## src/rtl/mem_stage_hs.sv

```systemverilog
// Memory pipeline stage with a req/ack data-bus handshake. Aligns stores, extracts
// and extends loads, stalls upstream while waiting, and flags misaligned or timed-out accesses.
module mem_stage_hs #(
    parameter int DATA_W  = 32,
    parameter int ADDR_W  = 32,
    parameter int REG_AW  = 4,
    parameter int TIMEOUT = 16
) (
    input  logic                clk,
    input  logic                reset,
    input  logic                valid_m,
    input  logic                flush_m,
    input  logic [DATA_W-1:0]   pc_plus4_m,
    input  logic                branch_link_m,
    input  logic                pc_src_m,
    input  logic                reg_write_m,
    input  logic                mem_to_reg_m,
    input  logic                mem_write_m,
    input  logic [REG_AW-1:0]   wa3_m,
    input  logic [1:0]          size_m,
    input  logic                sign_m,
    input  logic [ADDR_W-1:0]   alu_result_m,
    input  logic [DATA_W-1:0]   write_data_m,
    output logic                mem_req,
    output logic                mem_we,
    output logic [DATA_W/8-1:0] mem_be,
    output logic [ADDR_W-1:0]   mem_addr,
    output logic [DATA_W-1:0]   mem_wdata,
    input  logic                mem_ack,
    input  logic [DATA_W-1:0]   mem_rdata,
    output logic                stall_m,
    output logic                valid_w,
    output logic                pc_src_w,
    output logic                reg_write_w,
    output logic                mem_to_reg_w,
    output logic                branch_link_w,
    output logic [REG_AW-1:0]   wa3_w,
    output logic [ADDR_W-1:0]   alu_out_w,
    output logic [DATA_W-1:0]   read_data_w,
    output logic [DATA_W-1:0]   pc_plus4_w,
    output logic                align_err_w,
    output logic                bus_err_w
);
    localparam int NB  = DATA_W / 8;
    localparam int LB  = $clog2(NB);
    localparam int WCW = $clog2(TIMEOUT);
    localparam logic [WCW-1:0] WCNT_LAST = WCW'(TIMEOUT - 1);

    typedef enum logic {S_IDLE, S_WAIT} state_t;

    typedef struct packed {
        logic [ADDR_W-1:0] addr;
        logic              we;
        logic [NB-1:0]     be;
        logic [DATA_W-1:0] wdata;
        logic [LB-1:0]     off;
        logic [1:0]        size;
        logic              sign;
    } req_t;

    typedef struct packed {
        logic              valid;
        logic              pc_src;
        logic              reg_write;
        logic              mem_to_reg;
        logic              branch_link;
        logic [REG_AW-1:0] wa3;
        logic [ADDR_W-1:0] alu_out;
        logic [DATA_W-1:0] read_data;
        logic [DATA_W-1:0] pc_plus4;
        logic              align_err;
        logic              bus_err;
    } wreg_t;

    state_t            state_q, state_d;
    logic [WCW-1:0]    wcnt_q, wcnt_d;
    req_t              req_q, req_d;
    logic              flushed_q, flushed_d;
    wreg_t             w_q, w_d;

    req_t              live_req, cur_req;
    logic [LB-1:0]     off_m, lo_mask;
    logic              access_m, misalign_m, in_wait, timeout_cyc;
    logic              retire_valid, align_err_now, bus_err_now;
    logic [DATA_W-1:0] shifted, load_data;
    logic              sign_bit;
    int                nbits;

    assign off_m = alu_result_m[LB-1:0];

    // Decode the live M-side request; a size wider than the lane is always misaligned.
    always_comb begin
        access_m       = valid_m & ~flush_m & (mem_to_reg_m | mem_write_m);
        live_req.off   = off_m;
        live_req.size  = size_m;
        live_req.sign  = sign_m;
        live_req.we    = mem_write_m;
        live_req.addr  = {alu_result_m[ADDR_W-1:LB], {LB{1'b0}}};
        live_req.wdata = write_data_m << {off_m, 3'b000};
        for (int i = 0; i < LB; i++) lo_mask[i] = (i < int'(size_m));
        misalign_m = (int'(size_m) > LB) || ((off_m & lo_mask) != '0);
        for (int i = 0; i < NB; i++)
            live_req.be[i] = (i >= int'(off_m)) && (i < int'(off_m) + (1 << size_m));
    end

    // Handshake and FSM; WAIT replays the latched request while upstream is frozen.
    always_comb begin
        // NOTE: every signal gets a default before any branch so no latch is inferred.
        in_wait     = (state_q == S_WAIT);
        cur_req     = in_wait ? req_q : live_req;
        mem_req     = reset & (in_wait | (access_m & ~misalign_m));
        mem_we      = cur_req.we;
        mem_be      = cur_req.be;
        mem_addr    = cur_req.addr;
        mem_wdata   = cur_req.wdata;
        timeout_cyc = in_wait & ~mem_ack & (wcnt_q == WCNT_LAST);
        stall_m     = mem_req & ~mem_ack & ~timeout_cyc;

        state_d   = state_q;
        wcnt_d    = wcnt_q;
        req_d     = req_q;
        flushed_d = flushed_q;
        case (state_q)
            S_IDLE: begin
                if (mem_req && !mem_ack) begin
                    state_d   = S_WAIT;
                    wcnt_d    = WCW'(1);
                    req_d     = live_req;
                    flushed_d = 1'b0;
                end
            end
            S_WAIT: begin
                if (mem_ack || timeout_cyc) begin
                    state_d   = S_IDLE;
                    wcnt_d    = '0;
                    flushed_d = 1'b0;
                end else begin
                    wcnt_d    = wcnt_q + 1'b1;
                    flushed_d = flushed_q | flush_m;
                end
            end
            default: state_d = S_IDLE;
        endcase
    end

    // Load extraction and the next W-register image.
    always_comb begin
        shifted = mem_rdata >> {cur_req.off, 3'b000};
        nbits   = 8 << cur_req.size;
        if (nbits > DATA_W) nbits = DATA_W;
        case (cur_req.size)
            2'd0:    sign_bit = shifted[7];
            2'd1:    sign_bit = shifted[15];
            2'd2:    sign_bit = shifted[31];
            default: sign_bit = shifted[DATA_W-1];
        endcase
        sign_bit = sign_bit & cur_req.sign;
        for (int i = 0; i < DATA_W; i++) load_data[i] = (i < nbits) ? shifted[i] : sign_bit;

        // A flush seen at any point of a pending access turns its retirement into a bubble.
        retire_valid  = valid_m & ~flush_m & ~(in_wait & flushed_q);
        align_err_now = ~in_wait & access_m & misalign_m;
        bus_err_now   = timeout_cyc & retire_valid;

        w_d           = w_q;
        w_d.valid     = 1'b0;
        w_d.reg_write = 1'b0;
        w_d.align_err = 1'b0;
        w_d.bus_err   = 1'b0;
        if (!stall_m) begin
            w_d.valid       = retire_valid;
            w_d.reg_write   = reg_write_m & retire_valid & ~align_err_now & ~bus_err_now;
            w_d.align_err   = align_err_now;
            w_d.bus_err     = bus_err_now;
            w_d.pc_src      = pc_src_m;
            w_d.mem_to_reg  = mem_to_reg_m;
            w_d.branch_link = branch_link_m;
            w_d.wa3         = wa3_m;
            w_d.alu_out     = alu_result_m;
            w_d.read_data   = load_data;
            w_d.pc_plus4    = pc_plus4_m;
        end
    end

    always_ff @(posedge clk or negedge reset) begin
        if (!reset) begin
            state_q   <= S_IDLE;
            wcnt_q    <= '0;
            req_q     <= '0;
            flushed_q <= 1'b0;
            w_q       <= '0;
        end else begin
            // NOTE: non-blocking assignments so every flop samples pre-edge values.
            state_q   <= state_d;
            wcnt_q    <= wcnt_d;
            req_q     <= req_d;
            flushed_q <= flushed_d;
            w_q       <= w_d;
        end
    end

    assign valid_w       = w_q.valid;
    assign pc_src_w      = w_q.pc_src;
    assign reg_write_w   = w_q.reg_write;
    assign mem_to_reg_w  = w_q.mem_to_reg;
    assign branch_link_w = w_q.branch_link;
    assign wa3_w         = w_q.wa3;
    assign alu_out_w     = w_q.alu_out;
    assign read_data_w   = w_q.read_data;
    assign pc_plus4_w    = w_q.pc_plus4;
    assign align_err_w   = w_q.align_err;
    assign bus_err_w     = w_q.bus_err;

endmodule

```

## config.mk

```make
export PLATFORM = sky130hd
export DESIGN_NAME = mem_stage_hs
export DESIGN_NICKNAME = d
export VERILOG_FILES = /design/src/rtl/mem_stage_hs.sv
export SDC_FILE = /design/constraint.sdc
export NUM_CORES = 1
export LEC_CHECK = 0
export CAP_MARGIN = 20
export CORE_MARGIN = 4
export CORE_UTILIZATION = 51
export CTS_BUF_LIST = sky130_fd_sc_hd__clkbuf_4 sky130_fd_sc_hd__clkbuf_8
export DETAILED_ROUTE_END_ITERATION = 10
export MAX_ROUTING_LAYER = met4
export PLACE_DENSITY = 0.95
export SKIP_CTS_REPAIR_TIMING = 1
export SLEW_MARGIN = 20
export SYNTH_ARGS = -nofsm -noshare
export SYNTH_HDL_FRONTEND = slang
export SYNTH_SLANG_ARGS = --single-unit
```

## constraint.sdc

```tcl
create_clock -name clk -period 5.5 [get_ports clk]
set_input_delay 1.1 -clock clk [delete_from_list [all_inputs] [get_ports clk]]
set_output_delay 1.1 -clock clk [all_outputs]
set_load 0.03 [all_outputs]
```

Word-level counts from Yosys, hierarchy flattened
Index checks and enable logic that the tools add are counted.
{ "word_totals": {"reg_bits": 185, "wordCells": 157, "output_inout_bits": 178} }
{ "op_classes": {"order_cmp": 43, "reduce_logical": 10, "n_shift": 4, "muxes": 45, "eq_ne": 3, "bitwise_logic": 29, "n_addsub": 2} }
{ "op_table": {"columns": ["operator", "n"], "rows": [
  ["6-bit by 32-bit less-than comparator with 1-bit output, first input constant", 16],
  ["5-bit by 32-bit less-than comparator with 1-bit output, first input constant", 8],
  ["3-bit by 32-bit less-than comparator with 1-bit output, first input constant", 4],
  ["4-bit by 32-bit less-than comparator with 1-bit output, first input constant", 4],
  ["107-bit 2-to-1 mux", 1],
  ["74-bit 2-to-1 mux", 1],
  ["1-bit by 32-bit less-than comparator with 1-bit output, first input constant", 2],
  ["2-bit by 32-bit less-than comparator with 1-bit output, first input constant", 2],
  ["1-bit 2-to-1 mux", 36],
  ["3-bit by 32-bit adder with 32-bit output", 1],
  ["32-bit by 7-bit greater-than comparator with 1-bit output, second input constant", 1],
  ["32-bit 2-to-1 mux", 1],
  ["1-bit by 2-bit left shift with 32-bit output, first input constant", 1],
  ["32-bit by 5-bit left shift with 32-bit output", 1],
  ["4-bit by 2-bit left shift with 32-bit output, first input constant", 1],
  ["32-bit by 5-bit right shift with 32-bit output", 1],
  ["1-bit AND", 17],
  ["4-bit 2-to-1 mux", 2],
  ["1-bit inverter", 8],
  ["4-bit case mux with 2 select lines", 1],
  ["1-bit case mux with 2 select lines", 3],
  ["4-bit by 1-bit adder with 4-bit output, second input constant", 1],
  ["4-bit equality test, second input constant", 1],
  ["1-bit by 2-bit greater-or-equal comparator with 1-bit output, first input constant", 2],
  ["other kinds (13)", 20]
]} }

Longest topological paths before layout
{ "logic_depth": {"word_depth": 11, "ltp_mapped": 11, "depth_no_buf": 8} }

Worst setup path after synthesis
OpenSTA, ideal clock, no wires.
{ "synth_timing": {"path_type": "input-to-output", "from": "in size_m[1]", "to": "out mem_be[2]", "stages": 8, "setup_slack_ns": 1.215, "required_time_ns": 4.400, "arrival_time_ns": 3.185, "n_path_buf": 1, "path_cell_list": "buf_2 > nor2_1 > ha_1 > inv_1 > fa_1 > mux2_2 > a22o_1 > o21ai_0"} }
{ "synth_between": {"elab_chain_len": 5} }
{ "synth_rtl": {"columns": ["element", "line_no", "rtl"], "rows": [
  ["from (decl)", "20", "input logic [1:0] size_m,"],
  ["1-bit by 2-bit left shift with 32-bit output", "103", "live_req.be[i] = (i >= int'(off_m)) && (i < int'(off_m) + (1 << size_m));"],
  ["3-bit by 32-bit adder with 32-bit output", "103", null],
  ["3-bit by 32-bit less-than comparator with 1-bit output", "103", null],
  ["1-bit logical AND", "103", null],
  ["74-bit 2-to-1 mux", "110", "cur_req = in_wait ? req_q : live_req;"],
  ["to (decl)", "26", "output logic [DATA_W/8-1:0] mem_be,"]
]} }
No other way between the ends.

Worst setup path in the final report
{ "layout_timing": {"from": "in size_m[0]", "to": "out mem_be[2]"} }
Same word-level chain as after synthesis.

==> summary.md <==
| Metric | Value |
|---|---|
| Final Max Tran Viols | 0 |
| Crit-path cells | clkdlybuf4s50_1, nor2_1, ha_1, inv_1, fa_1, a2111oi_1, mux2_2, a22o_1, o21ai_0, clkdlybuf4s50_1 |
| Sequential-to-total area share from yosys stat | between 40% and 50% |
| P&R area growth vs syn | 38.3% |
| P_sw | approximately 1200 uW |
| Setup_tns | 0 ns |
| Worst r2r path cells | 6 |
| Worst setup margin | roughly 0.35 ns |
| Worst vdd ir | 169 uV |
| Startpoint Class | primary input |
| Reg-to-reg setup timing slack | 2.16 ns |
| Die Width | ~140 um |
| Syn avg cell area | 11.9 um^2 |
| Die Span Y | 145 um |
| Worst-Skew Late Latency | 0.48 ns |
| WP depth | 10 |
| Seq. cell area | about 4600 um^2 |
| Max_cap viols | 0 |
| Pwr Density | between 200 and 300 nW/um^2 |
| Async SR Flop Fraction | between 90% and 100% |
| H-tree depth | 4 |
| Synth unique cells | 56 |
| Avg WL per Cell | approximately 22 um |
| Req. time, crit path | 4.40 ns |
| # fillers | 1,160 |
| Seq cells post-synth | ~190 |
| Layout cells sized above 1 | 21.6% |
| Most used DFF post-synth | dfrtp_1 |
| Clock buffer depth | 2 |
| Number of DRC markers after the initial detailed-route iteration | roughly 490 |
| Residual DRC count | 0 |
| Slew headroom | 27.0% |
| FMAX | 194 MHz |
| Routed via count | between 7,000 and 8,000 |
| Max incr delay on CP | around 0.65 ns |
| Top delay family on crit path | buffers and inverters |
| Critical Path AT | 4.05 ns |
| Via-per-instance ratio | 5.81 |
| Total track usage | 28.1% |
| Worst Tran Pin Value | between 1 and 1.5 ns |
| Final Cycle Share | 93.6% |
| Reg-to-reg endpoint | read_data_w[24]$_DFFE_PN0N_ |
| Initial antenna violation count | 3 |
| Top cell type's share of synthesized area | roughly 48% |
| IO Port Bufs | 320 |
| Core area | 18,200 um^2 |
| Slowest CP cell | clkdlybuf4s50_1 |
| Placer congestion estimate | 0.903 |
| CP most frequent cell | clkdlybuf4s50_1 |
| Multi-input gate area | 4530 um^2 |
| Final ANT Viol Nets | 0 |
| Mapped Cells | 806 |
| IO Count | 323 |
| Setup Skew | 0.0165 ns |
| Critical Path Start | size_m[0] |
| Sequential Power Share | between 40% and 50% |
| Post-Syn Area | approximately 9600 um^2 |
| Switching share of power | between 30% and 40% |
| First-pass detailed-route iteration total | 7 |
| Initial core utilization | 52.5% |
| Worst setup path endpoint | mem_be[2] |
| Pin count of the biggest net entering global routing | 88 |
| Routed wire length | 29,200 um |
| Layout net count | 1,243 |
| RSZ-0062 raised after global routing | no |
| Crit. End Element | primary output |
| Largest cells by area after synthesis | dfrtp_1 48%, mux2_2 12%, mux2_4 11%, o21ai_0 3.9%, mux2i_1 3.7% |
| Root Driver | clkbuf_8 |
| Internal power | 2410 uW |
| Dpl hpwl | 20,900 um |
| Reg2Reg Launch Point | in_wait$_DFF_PN0_ |
| Die area | 21,000 um^2 |
| EDFF count, synth | 0 |
| Ys Warns | 0 |
| Worst min-delay path class | primary input to asynchronous set/reset pin |
| Combinational fraction of design power | about 28% |
| Clk pwr share | 25.2% |
| Clock-pin transition on the worst setup and hold timing paths | 0.10 ns |
| Final min period | 5.15 ns |
| Cell accounting for the most synthesized area | dfrtp_1 |
| CTS Buf Count | 17 |
| Clock sink total | around 190 |
| Hold Vio Cnt, Final | 0 |
| CTS tree | built |
| Leakage power | 0.00558 uW |
| Vias in the first global route | 8,223 |
| Global route total overflow | 0 |
| Status | finished clean |
| WS Path Type | primary input to primary output |
| Final setup violation count | 0 |
| Setup WS pre-CTS | 0.328 ns |
| First-pass GRT wire length | 45,800 um |
| WP buf/inv | 3 |
| Number of cell rows | 49 |
| Crit Path Max Fanout | 5 |
-- layout make-up --
type | count | share of cell area (%)
antenna | 3 | 0.0567
clock buffer | 18 | 1.87
clock inverter | 14 | 1.13
inverter | 18 | 0.530
multi-input combinational | 539 | 34.2
sequential | 185 | 35.0
tap | 229 | 2.17
timing repair buffer | 332 | 25.0
-- how the worst min path moves through the flow --
stage / from / endpoint / depth (start not counted)
global placement: req_q[59]$_DFFE_PN0P_ / req_q[59]$_DFFE_PN0P_ / 1
global route: reset / read_data_w[10]$_DFFE_PN0N_ / 1
floorplan: flushed_q$_DFFE_PN0P_ / flushed_q$_DFFE_PN0P_ / 1
detailed placement: flushed_q$_DFFE_PN0P_ / flushed_q$_DFFE_PN0P_ / 1
CTS: reset / read_data_w[10]$_DFFE_PN0N_ / 1
finish: reset / read_data_w[10]$_DFFE_PN0N_ / 1
-- layer usage --
layer	global-route usage, %	vias to the layer above	share of wire, %
li1	-	3503	-
met1	32.9	3824	38
met2	47.5	396	50
met3	7.45	56	8.1
met4	9.03	0	3.0
met5	-	-	0
-- through the flow --
step / instances / utilization [%] / cell area, um^2 / hold WS [ns] / total power, uW
after CTS: 1335 / 72.6 / 13200 / 0.461 / 3650
after detailed placement: 1303 / 70.4 / 12800 / 0.489 / 2740
after floorplan: 807 / - / 9570 / 0.466 / 2280
after global routing: 1338 / 72.7 / 13200 / 0.457 / 3790
after global placement: 1303 / 70.4 / 12800 / 0.481 / 2680
final: 1338 / 72.7 / 13200 / 0.489 / 3630
-- cells in the final DEF (no fill, tap or decap), types with 3 or more instances in the layout --
cell	Yosys	layout
mux2_2	104	104
a22oi_1	7	7
nand2_1	58	57
ha_1	4	4
nand3_1	13	13
o22ai_1	19	19
clkdlybuf4s50_1	0	315
o221ai_1	6	6
buf_4	4	10
o21ai_0	74	74
mux2_4	68	68
a22o_1	3	3
nor3_1	15	15
inv_1	16	16
nor2_1	28	27
clkbuf_8	0	19
inv_8	0	6
o2bb2ai_1	8	8
a21oi_1	24	24
nor2b_1	10	10
o31ai_1	16	16
clkinv_4	0	3
mux2i_1	35	35
diode_2	0	3
dfrtp_1	185	184
a211oi_1	7	7
a32o_1	3	3
-- flip-flops by register name (all words and copies together) (netlist names), 4 cells and up --
name         count
alu_out_w       32
read_data_w     32
pc_plus4_w      32
req_q           72
wa3_w            4
wcnt_q           4
-- kinds of logic (layout without fill, tap and decap cells) --
| group | Yosys count | after routing | share of synthesized area (%) |
|---|---|---|---|
| adders and majority gates | 5 | 5 | 0.732 |
| AOI/OAI and AO/OA | 188 | 188 | 12.9 |
| muxes | 208 | 208 | 26.8 |
| buffers and inverters | 83 | 382 | 4.55 |
| other | 1 | 5 | 0.0392 |
| DFF | 185 | 185 | 48.4 |
| xor gates and xnor gates | 1 | 1 | 0.0916 |
| and+or+nand+nor | 135 | 135 | 6.50 |
-- cells in the mapped netlist (3+ instances only) --
master     instances
o2bb2ai_1          8
nand2_1           58
mux2_2           104
a22oi_1            7
nor2_1            28
buf_6             11
a22o_1             3
clkbuf_1          27
o31ai_1           16
inv_1             16
mux2i_1           35
ha_1               4
a32o_1             3
o221ai_1           6
o22ai_1           19
o21ai_0           74
a21oi_1           24
nor3_1            15
dfrtp_1          185
a211oi_1           7
mux2_4            68
buf_2             19
nand3_1           13
buf_4              4
nor2b_1           10
buf_1              4
-- power groups by stage --
stage	Combinational (uW)	Sequential, uW	Clock, uW
finish	1020	1700	916
CTS	1020	1690	934
global placement	984	1700	0
floorplan	478	1800	0
global route	1080	1720	988
detailed placement	1020	1720	0
Power figures use the tool's default switching activity.
